### config.mk
export PLATFORM = sky130hd
export DESIGN_NAME = nibble_serial_sub_ctrl
export DESIGN_NICKNAME = d
export VERILOG_FILES = /design/src/rtl/nibble_serial_sub_ctrl.sv
export SDC_FILE = /design/constraint.sdc
export NUM_CORES = 1
export LEC_CHECK = 0
export BUFFER_PORTS_ARGS = -buffer_cell sky130_fd_sc_hd__buf_2
export CORE_MARGIN = 2
export CORE_UTILIZATION = 53
export DETAILED_ROUTE_END_ITERATION = 6
export PLACE_DENSITY_LB_ADDON = 0.1
export SLEW_MARGIN = 0
export SYNTH_ARGS = -nofsm -noshare
export SYNTH_HDL_FRONTEND = slang
export SYNTH_SLANG_ARGS = --single-unit
export TNS_END_PERCENT = 20
### constraint.sdc
create_clock -name clk -period 1.95 [get_ports clk]
set_input_delay 0.0975 -clock clk [delete_from_list [all_inputs] [get_ports clk]]
set_output_delay 0.0975 -clock clk [all_outputs]
set_load 0.01 [all_outputs]
### src/rtl/nibble_serial_sub_ctrl.sv
// Serial wide subtractor sequencer: computes a - b - bin one nibble per clock
// on an external 4-bit ripple-borrow subtractor, LSB nibble first.
module nibble_serial_sub_ctrl #(
  parameter int NIBBLES = 4
) (
  input  logic                   clk,
  input  logic                   rst_n,
  input  logic                   start,
  input  logic                   clear,
  input  logic [4*NIBBLES-1:0]   a,
  input  logic [4*NIBBLES-1:0]   b,
  input  logic                   bin,
  output logic                   busy,
  output logic                   done,
  output logic [4*NIBBLES-1:0]   diff,
  output logic                   bout,
  output logic                   ovf,
  output logic [3:0]             sub_a,
  output logic [3:0]             sub_b,
  output logic                   sub_bin,
  input  logic [3:0]             sub_d,
  input  logic                   sub_bout
);

  localparam int W  = 4 * NIBBLES;
  localparam int IW = $clog2(NIBBLES);

  typedef enum logic [1:0] {
    S_IDLE = 2'd0,
    S_RUN  = 2'd1,
    S_DONE = 2'd2
  } state_t;

  state_t          state_q, state_d;
  logic [W-1:0]    a_sh_q, a_sh_d;
  logic [W-1:0]    b_sh_q, b_sh_d;
  logic            borrow_q, borrow_d;
  logic [IW-1:0]   idx_q, idx_d;
  logic [W-1:0]    diff_q, diff_d;
  logic            bout_q, bout_d;
  logic            ovf_q, ovf_d;

  always_ff @(posedge clk or negedge rst_n) begin
    if (!rst_n) begin
      state_q  <= S_IDLE;
      a_sh_q   <= '0;
      b_sh_q   <= '0;
      borrow_q <= 1'b0;
      idx_q    <= '0;
      diff_q   <= '0;
      bout_q   <= 1'b0;
      ovf_q    <= 1'b0;
    end else begin
      state_q  <= state_d;
      a_sh_q   <= a_sh_d;
      b_sh_q   <= b_sh_d;
      borrow_q <= borrow_d;
      idx_q    <= idx_d;
      diff_q   <= diff_d;
      bout_q   <= bout_d;
      ovf_q    <= ovf_d;
    end
  end

  always_comb begin
    state_d  = state_q;
    a_sh_d   = a_sh_q;
    b_sh_d   = b_sh_q;
    borrow_d = borrow_q;
    idx_d    = idx_q;
    diff_d   = diff_q;
    bout_d   = bout_q;
    ovf_d    = ovf_q;
    sub_a    = 4'h0;
    sub_b    = 4'h0;
    sub_bin  = 1'b0;

    case (state_q)
      S_IDLE: begin
        if (!clear && start) begin
          state_d  = S_RUN;
          a_sh_d   = a;
          b_sh_d   = b;
          borrow_d = bin;
          idx_d    = '0;
          diff_d   = '0;
          bout_d   = 1'b0;
          ovf_d    = 1'b0;
        end
      end
      S_RUN: begin
        sub_a   = a_sh_q[3:0];
        sub_b   = b_sh_q[3:0];
        sub_bin = borrow_q;
        if (clear) begin
          // Abort keeps the partial diff/bout/ovf; the consumer ignores them.
          state_d = S_IDLE;
        end else begin
          diff_d[{idx_q, 2'b00} +: 4] = sub_d;
          borrow_d = sub_bout;
          a_sh_d   = a_sh_q >> 4;
          b_sh_d   = b_sh_q >> 4;
          if (idx_q == IW'(NIBBLES - 1)) begin
            state_d = S_DONE;
            idx_d   = '0;
            bout_d  = sub_bout;
            // Low nibble of the shifters now holds the operands' top nibble.
            ovf_d   = (a_sh_q[3] != b_sh_q[3]) && (sub_d[3] != a_sh_q[3]);
          end else begin
            idx_d = idx_q + IW'(1);
          end
        end
      end
      S_DONE: begin
        state_d = S_IDLE;
      end
      default: begin
        state_d = S_IDLE;
      end
    endcase
  end

  assign busy = (state_q != S_IDLE);
  assign done = (state_q == S_DONE);
  assign diff = diff_q;
  assign bout = bout_q;
  assign ovf  = ovf_q;

endmodule

==> flow_summary.json, run 1 <==
{
  "status": "complete, no violations",
  "rsz0062_at_grt": "no",
  "drcViolationCount": 0,
  "min_period_over_period_pct": 92.45,
  "power.total_mw": 2.652,
  "drt_wl_total_mm": 5.814,
  "cp_data_arrival_time_ns": 1.71,
  "grt_pass1_vias": 2066,
  "max_stage_delay_ns": 0.57,
  "synth_area_leaders": "dfrtp_1 (50%), mux2i_1 (9.0%), o21ai_0 (5.8%)",
  "hold_viol": 0,
  "maxCapViolCount": 0,
  "grt_pass1_wl_mm": 10.02,
  "max_freq_mhz": 554.7,
  "top_layer": "met4",
  "power.switching_mw": 0.7996,
  "area_delta_synth_final_pct": 21.74,
  "fin_util_pct": 66.69,
  "syn-cell-area_um2": 2780,
  "synthesis.nets": 300,
  "cts_sinks": 55,
  "tightest_slew_ns": 0.9707,
  "fin_cells": 396,
  "die_w_um": 76.43,
  "path_max_fanout": 33,
  "num_vias": 2167,
  "cts_resized": 0,
  "synthFlopType": "dfrtp_1",
  "multi_input_area_um2": 1292,
  "dr.first_iter.drc_count": 145,
  "p_sw_share_pct": 30.15,
  "ir_worst_vdd_uv": 470.7,
  "gp_congestion": 0.8219,
  "setup.worst_path.start_class": "flip-flop",
  "p_clk_share_pct": 25.0,
  "hold_class": "in2reg",
  "yosysTopAreaCell": "dfrtp_1",
  "hold_depth": 2,
  "clk_path_buf_depth": 2,
  "comb_power_share_pct": 23.5,
  "power_density_nw_per_um2": 783.6,
  "setup_viol": 0,
  "met3_length_um": 304,
  "min_from": "a[15]",
  "critical_path_class": "reg2out",
  "post_drt_wl_per_cell_um": 14.68,
  "critPathRequiredTime_ns": 1.85,
  "hold_end": "a_sh_q[15]$_DFFE_PN0P_",
  "final_layout_size_suffix_gt1_share_pct": 32.21,
  "ys_async_sr_fraction_pct": 100.0,
  "root_buffer": "clkbuf_8",
  "synthCells": 252,
  "dpl.cell_count": 381,
  "wl_met1_mm": 2.779,
  "viasPerCell": 5.472,
  "drtPass1Iterations": 4,
  "regArea_um2": 1376,
  "ios": 71,
  "r2r_end": "diff[3]$_DFFE_PN0P_",
  "core_area_um2": 5075,
  "hpwl_mm": 4.056,
  "clkTransAtPathRegs_ns": 0.09,
  "synth-seq-area-share_pct": 49.50,
  "post_synth_num_cell_types": 38,
  "period_minus_slack_ns": 1.803,
  "internal_power_mw": 1.853,
  "insertedDiodeCount": 0,
  "synth_warnings": 0,
  "final.setup.tns_ns": 0,
  "fillers": 431,
  "fp.dieArea_um2": 5841,
  "ant_nets": 0,
  "fin_hold_ws_ns": 0.01359,
  "slew_headroom_pct": 35.22,
  "netlist.area_leader.share_pct": 49.50,
  "grt_use_total_pct": 21.21,
  "grt_max_degree": 35,
  "die_h_um": 76.43,
  "worstSkewPairLatency_ns": 0.31,
  "port_buffers": 70,
  "std_cell_rows": 26,
  "start_util_pct": 54.78,
  "synth-seq-cells": 55,
  "power_frac_seq_pct": 51.5,
  "route.met2.wl_mm": 2.684,
  "synth_edf_count": 0,
  "nets": 373,
  "ff2ff_path_depth": 5,
  "h-tree-depth": 2,
  "cts_tree": "yes",
  "reg2reg_from": "idx_q[1]$_DFFE_PN0P_",
  "fin_skew_ns": 0.007332,
  "crit_slowest_cell": "dfrtp_1",
  "slew_violations": 0,
  "path_cells": "nor2b_4 > buf_12 > and2_1 > buf_2",
  "grt_overflow": 0,
  "postSynthAreaPerCell_um2": 11.03,
  "p_leak_nw": 1.652,
  "cts_buffers": 5,
  "rrSetupSlack_ns": 0.20,
  "antenna_found_initial": 0,
  "crit_path_end_kind": "primary output"
}
## kinds of logic (layout without fill, tap and decap cells)
kind of cell | after synthesis | count (layout) | synth area share, %
AO/OA/AOI/OAI | 73 | 73 | 16.61
flip-flops | 55 | 55 | 49.50
AND/OR/NAND/NOR | 54 | 54 | 11.07
multiplexers | 40 | 40 | 15.62
buffers and inverters | 24 | 98 | 4.500
adder cells (fa/ha/maj) | 6 | 6 | 2.700
## flip-flops by register name, summed over array words and instances (netlist names)
register,flops
diff,16
a_sh_q,16
b_sh_q,16
bout,1
ovf,1
borrow_q,1
idx_q,2
state_q,2
## synth_stat cells (4+ instances only)
cell and count:
nor4_1 4, nand2_1 13, mux2_1 4, mux2_4 4, a22o_1 8, and2_1 9
a21oi_4 4, buf_2 6, o21ai_1 21, nor3_1 8, mux2i_1 25, o21ai_0 32
ha_1 6, inv_1 7, mux2_2 7, clkbuf_1 6, nor2_1 4, dfrtp_1 55
## power by group through the flow
stage               Clock [mW]  Sequential (mW)  Combinational, mW
CTS                      0.691             1.37              0.629
finish                   0.664             1.37              0.623
global placement             0             1.38              0.605
detailed placement           0             1.39              0.616
global route             0.734             1.39              0.705
floorplan                    0             1.38              0.411
## timing repair
action	CTS	global route
setup endpoints to repair	0	0
hold buffers	7	0
endpoints found under the hold margin	27	0
buffers inserted	0	0
## critical path: cells and delay by family (launching register included)
family	cells	cell delay, ns
buffers and inverters	2	0.36
DFF	1	0.57
and+or+nand+nor	2	0.45
## worst max path at each step
| stage | to | slack [ns] | start | cells after the start |
|---|---|---|---|---|
| finish | sub_a[3] | 0.15 | state_q[0]$_DFFE_PN0P_ | 4 |
| floorplan | diff[0]$_DFFE_PN0P_ | 0.19 | idx_q[0]$_DFFE_PN0P_ | 7 |
| global route | diff[2]$_DFFE_PN0P_ | 0.006 | idx_q[1]$_DFFE_PN0P_ | 5 |
| detailed placement | diff[3]$_DFFE_PN0P_ | 0.24 | idx_q[1]$_DFFE_PN0P_ | 5 |
| global placement | diff[3]$_DFFE_PN0P_ | 0.27 | idx_q[1]$_DFFE_PN0P_ | 5 |
| CTS | sub_a[3] | 0.15 | state_q[0]$_DFFE_PN0P_ | 4 |
## metal layers
| metal | up-vias | track usage [%] |
|---|---|---|
| met3 | 6 | 3.910 |
| li1 | 1053 | - |
| met4 | 0 | 4.909 |
| met1 | 1038 | 32.20 |
| met2 | 70 | 31.77 |
| met5 | - | 0 |
## through the flow
stage               worst slack [ns]  instance area (um2)
global placement              0.2692                 3216
floorplan                     0.1882                 2780
detailed placement            0.2438                 3216
finish                        0.1472                 3385
global route                0.005786                 3385
CTS                           0.1469                 3385
## cells in the final DEF, fill, tap and decap left out, drive strengths merged, types with 2 or more instances in the layout
master / n
nor4: 4
nand2: 13
o21ai: 53
clkbuf: 6
nor3: 8
o31ai: 2
dfrtp: 55
a21oi: 6
nor2b: 3
nand2b: 2
nor2: 4
nor3b: 2
or2: 2
dlygate4sd3: 7
inv: 7
and3: 3
mux2: 15
and2: 9
ha: 6
buf: 76
mux2i: 25
a22o: 8
## final cells by class
cell class                 instances  share of cell area (%)
sequential                        55                   40.67
multi-input combinational        173                   38.19
timing repair buffer              83                   14.86
tap                               70                   2.588
clock buffer                       6                   2.440
inverter                           7                  0.7763
clock inverter                     2                  0.4806
(Power assumes the default switching activity.)
==> run 2: changes to the inputs <==
--- a/config.mk
+++ b/config.mk
@@ -7,7 +7,8 @@
 export LEC_CHECK = 0
 export BUFFER_PORTS_ARGS = -buffer_cell sky130_fd_sc_hd__buf_2
 export CORE_MARGIN = 2
-export CORE_UTILIZATION = 53
+export CORE_UTILIZATION = 55
+export CTS_BUF_LIST = sky130_fd_sc_hd__clkbuf_8
 export DETAILED_ROUTE_END_ITERATION = 6
 export PLACE_DENSITY_LB_ADDON = 0.1
 export SLEW_MARGIN = 0
==> run 2 against run 1 <==
Register-to-register slack better by 0.04 ns. First-iteration DRC count up 31%. Clock skew up 0.0027 ns. Clock power up 17%. Sequential share of layout area down 0.36 points. Largest cell class unchanged.
==> flow_summary.json, run 2 (synthesis gave the netlist of run 1 again) <==
{
  "rsz0062_at_grt": "no",
  "gp_congestion": 0.8576,
  "std_cell_rows": 25,
  "min_period_over_period_pct": 87.69,
  "final_common_cell": "buf_2",
  "status": "complete, no violations",
  "hold_class": "in2reg",
  "min_from": "b[12]",
  "power.total_mw": 2.777,
  "antenna_found_initial": 0,
  "worstSkewPairLatency_ns": 0.31,
  "path_max_fanout": 28,
  "fin_cells": 396,
  "area_delta_synth_final_pct": 22.82,
  "cp_data_arrival_time_ns": 1.91,
  "drt_wl_total_mm": 5.854,
  "ir_worst_vdd_uv": 479.8,
  "period_minus_slack_ns": 1.710,
  "cts_buffers": 5,
  "final_layout_size_suffix_gt1_share_pct": 33.74,
  "num_vias": 2186,
  "multi_input_area_um2": 1292,
  "fp.dieArea_um2": 5639,
  "ant_nets": 0,
  "grt_overflow": 0,
  "slew_violations": 0,
  "power.switching_mw": 0.7891,
  "drcViolationCount": 0,
  "core_area_um2": 4786,
  "grt_max_degree": 56,
  "p_leak_nw": 1.682,
  "tightest_slew_ns": 0.9587,
  "grt_pass1_vias": 1974,
  "port_buffers": 70,
  "regArea_um2": 1376,
  "die_w_um": 75.10,
  "die_h_um": 75.10,
  "grt_use_total_pct": 22.76,
  "final.setup.tns_ns": 0,
  "fillers": 373,
  "insertedDiodeCount": 0,
  "final_cell_mix": "buf_2 (70), dfrtp_1 (55), o21ai_0 (31)",
  "comb_power_share_pct": 22.9,
  "hold_viol": 0,
  "critPathRequiredTime_ns": 2.15,
  "dpl.cell_count": 381,
  "start_util_pct": 58.09,
  "drtPass1Iterations": 4,
  "post_drt_wl_per_cell_um": 14.78,
  "fin_util_pct": 71.35,
  "slew_headroom_pct": 36.02,
  "hpwl_mm": 4.146,
  "critical_path_class": "reg2reg",
  "critPathLaunch": "state_q[0]$_DFFE_PN0P_",
  "root_buffer": "clkbuf_8",
  "h-tree-depth": 2,
  "reg2reg_from": "state_q[0]$_DFFE_PN0P_",
  "clk_path_buf_depth": 2,
  "ios": 71,
  "cts_resized": 0,
  "power_density_nw_per_um2": 813.2,
  "dr.first_iter.drc_count": 190,
  "power_frac_seq_pct": 49.2,
  "max_freq_mhz": 584.8,
  "post-place-ws_ns": 0.2835,
  "nets": 376,
  "p_sw_share_pct": 28.42,
  "clkTransAtPathRegs_ns": 0.10,
  "grt_pass1_wl_mm": 9.673,
  "p_clk_share_pct": 27.9,
  "viasPerCell": 5.520,
  "setup.worst_path.start_class": "flip-flop",
  "fin_ws_ns": 0.2400,
  "setup_viol": 0,
  "internal_power_mw": 1.988,
  "crit_path_end_kind": "flip-flop",
  "maxCapViolCount": 0,
  "fin_skew_ns": 0.009994,
  "cts_sinks": 55,
  "cts_tree": "yes"
}
==> run 2: power groups by stage <==
stage | logic, mW | registers [mW] | clock network [mW]
3_3_place_gp | 0.611 | 1.38 | 0
2_1_floorplan | 0.411 | 1.38 | 0
4_1_cts | 0.629 | 1.37 | 0.794
5_1_grt | 0.713 | 1.39 | 0.838
3_5_place_dp | 0.623 | 1.39 | 0
6_report | 0.635 | 1.37 | 0.775
==> run 2: final timing paths <==
| check | cells after the start | end | slack, ns |
|---|---|---|---|
| max reg2reg | 3 | bout$_DFFE_PN0P_ | 0.24 |
| max in group asynchronous | 3 | diff[9]$_DFFE_PN0P_ | 1.39 |
| min | 2 | b_sh_q[12]$_DFFE_PN0P_ | 0.004 |
| min in group asynchronous | 3 | diff[6]$_DFFE_PN0P_ | 0.31 |
| max | 3 | bout$_DFFE_PN0P_ | 0.24 |
| min reg2reg | 1 | diff[10]$_DFFE_PN0P_ | 0.50 |
==> run 2: what timing repair did <==
item                       CTS  global route
setup buffers                0             3
hold endpoints to repair    57             1
hold buffers                 3             1
setup endpoints to repair    0             3
==> run 2: cell type report <==
type	instances	area share, %
Sequential cell	55	40.31
Multi-Input combinational cell	173	37.85
Inverter	7	0.7695
Clock buffer	6	2.418
Tap cell	67	2.455
Timing Repair Buffer	86	15.17
Clock inverter	2	1.026
==> run 2: worst max-delay path, stage by stage, from the launching register on <==
cell      delay, ns
dfrtp_1        0.51
nor2_2         0.78
o21ai_0        0.19
o311ai_0       0.13
==> run 2: per-layer routing <==
metal,vias up,global-route usage [%],wire length (um)
met5,-,0,0
met3,6,4.819,311
met4,0,6.349,61
li1,1063,-,-
met2,65,33.63,2725
met1,1052,34.06,2755
==> run 2: metrics by stage <==
stage / area [um2] / hold slack (ns)
final: 3415 / 0.003849
after global routing: 3415 / 0.005534
after CTS: 3382 / 0.0001970
after detailed placement: 3234 / 0.1214
after global placement: 3234 / 0.1200
after floorplan: 2780 / -0.1981
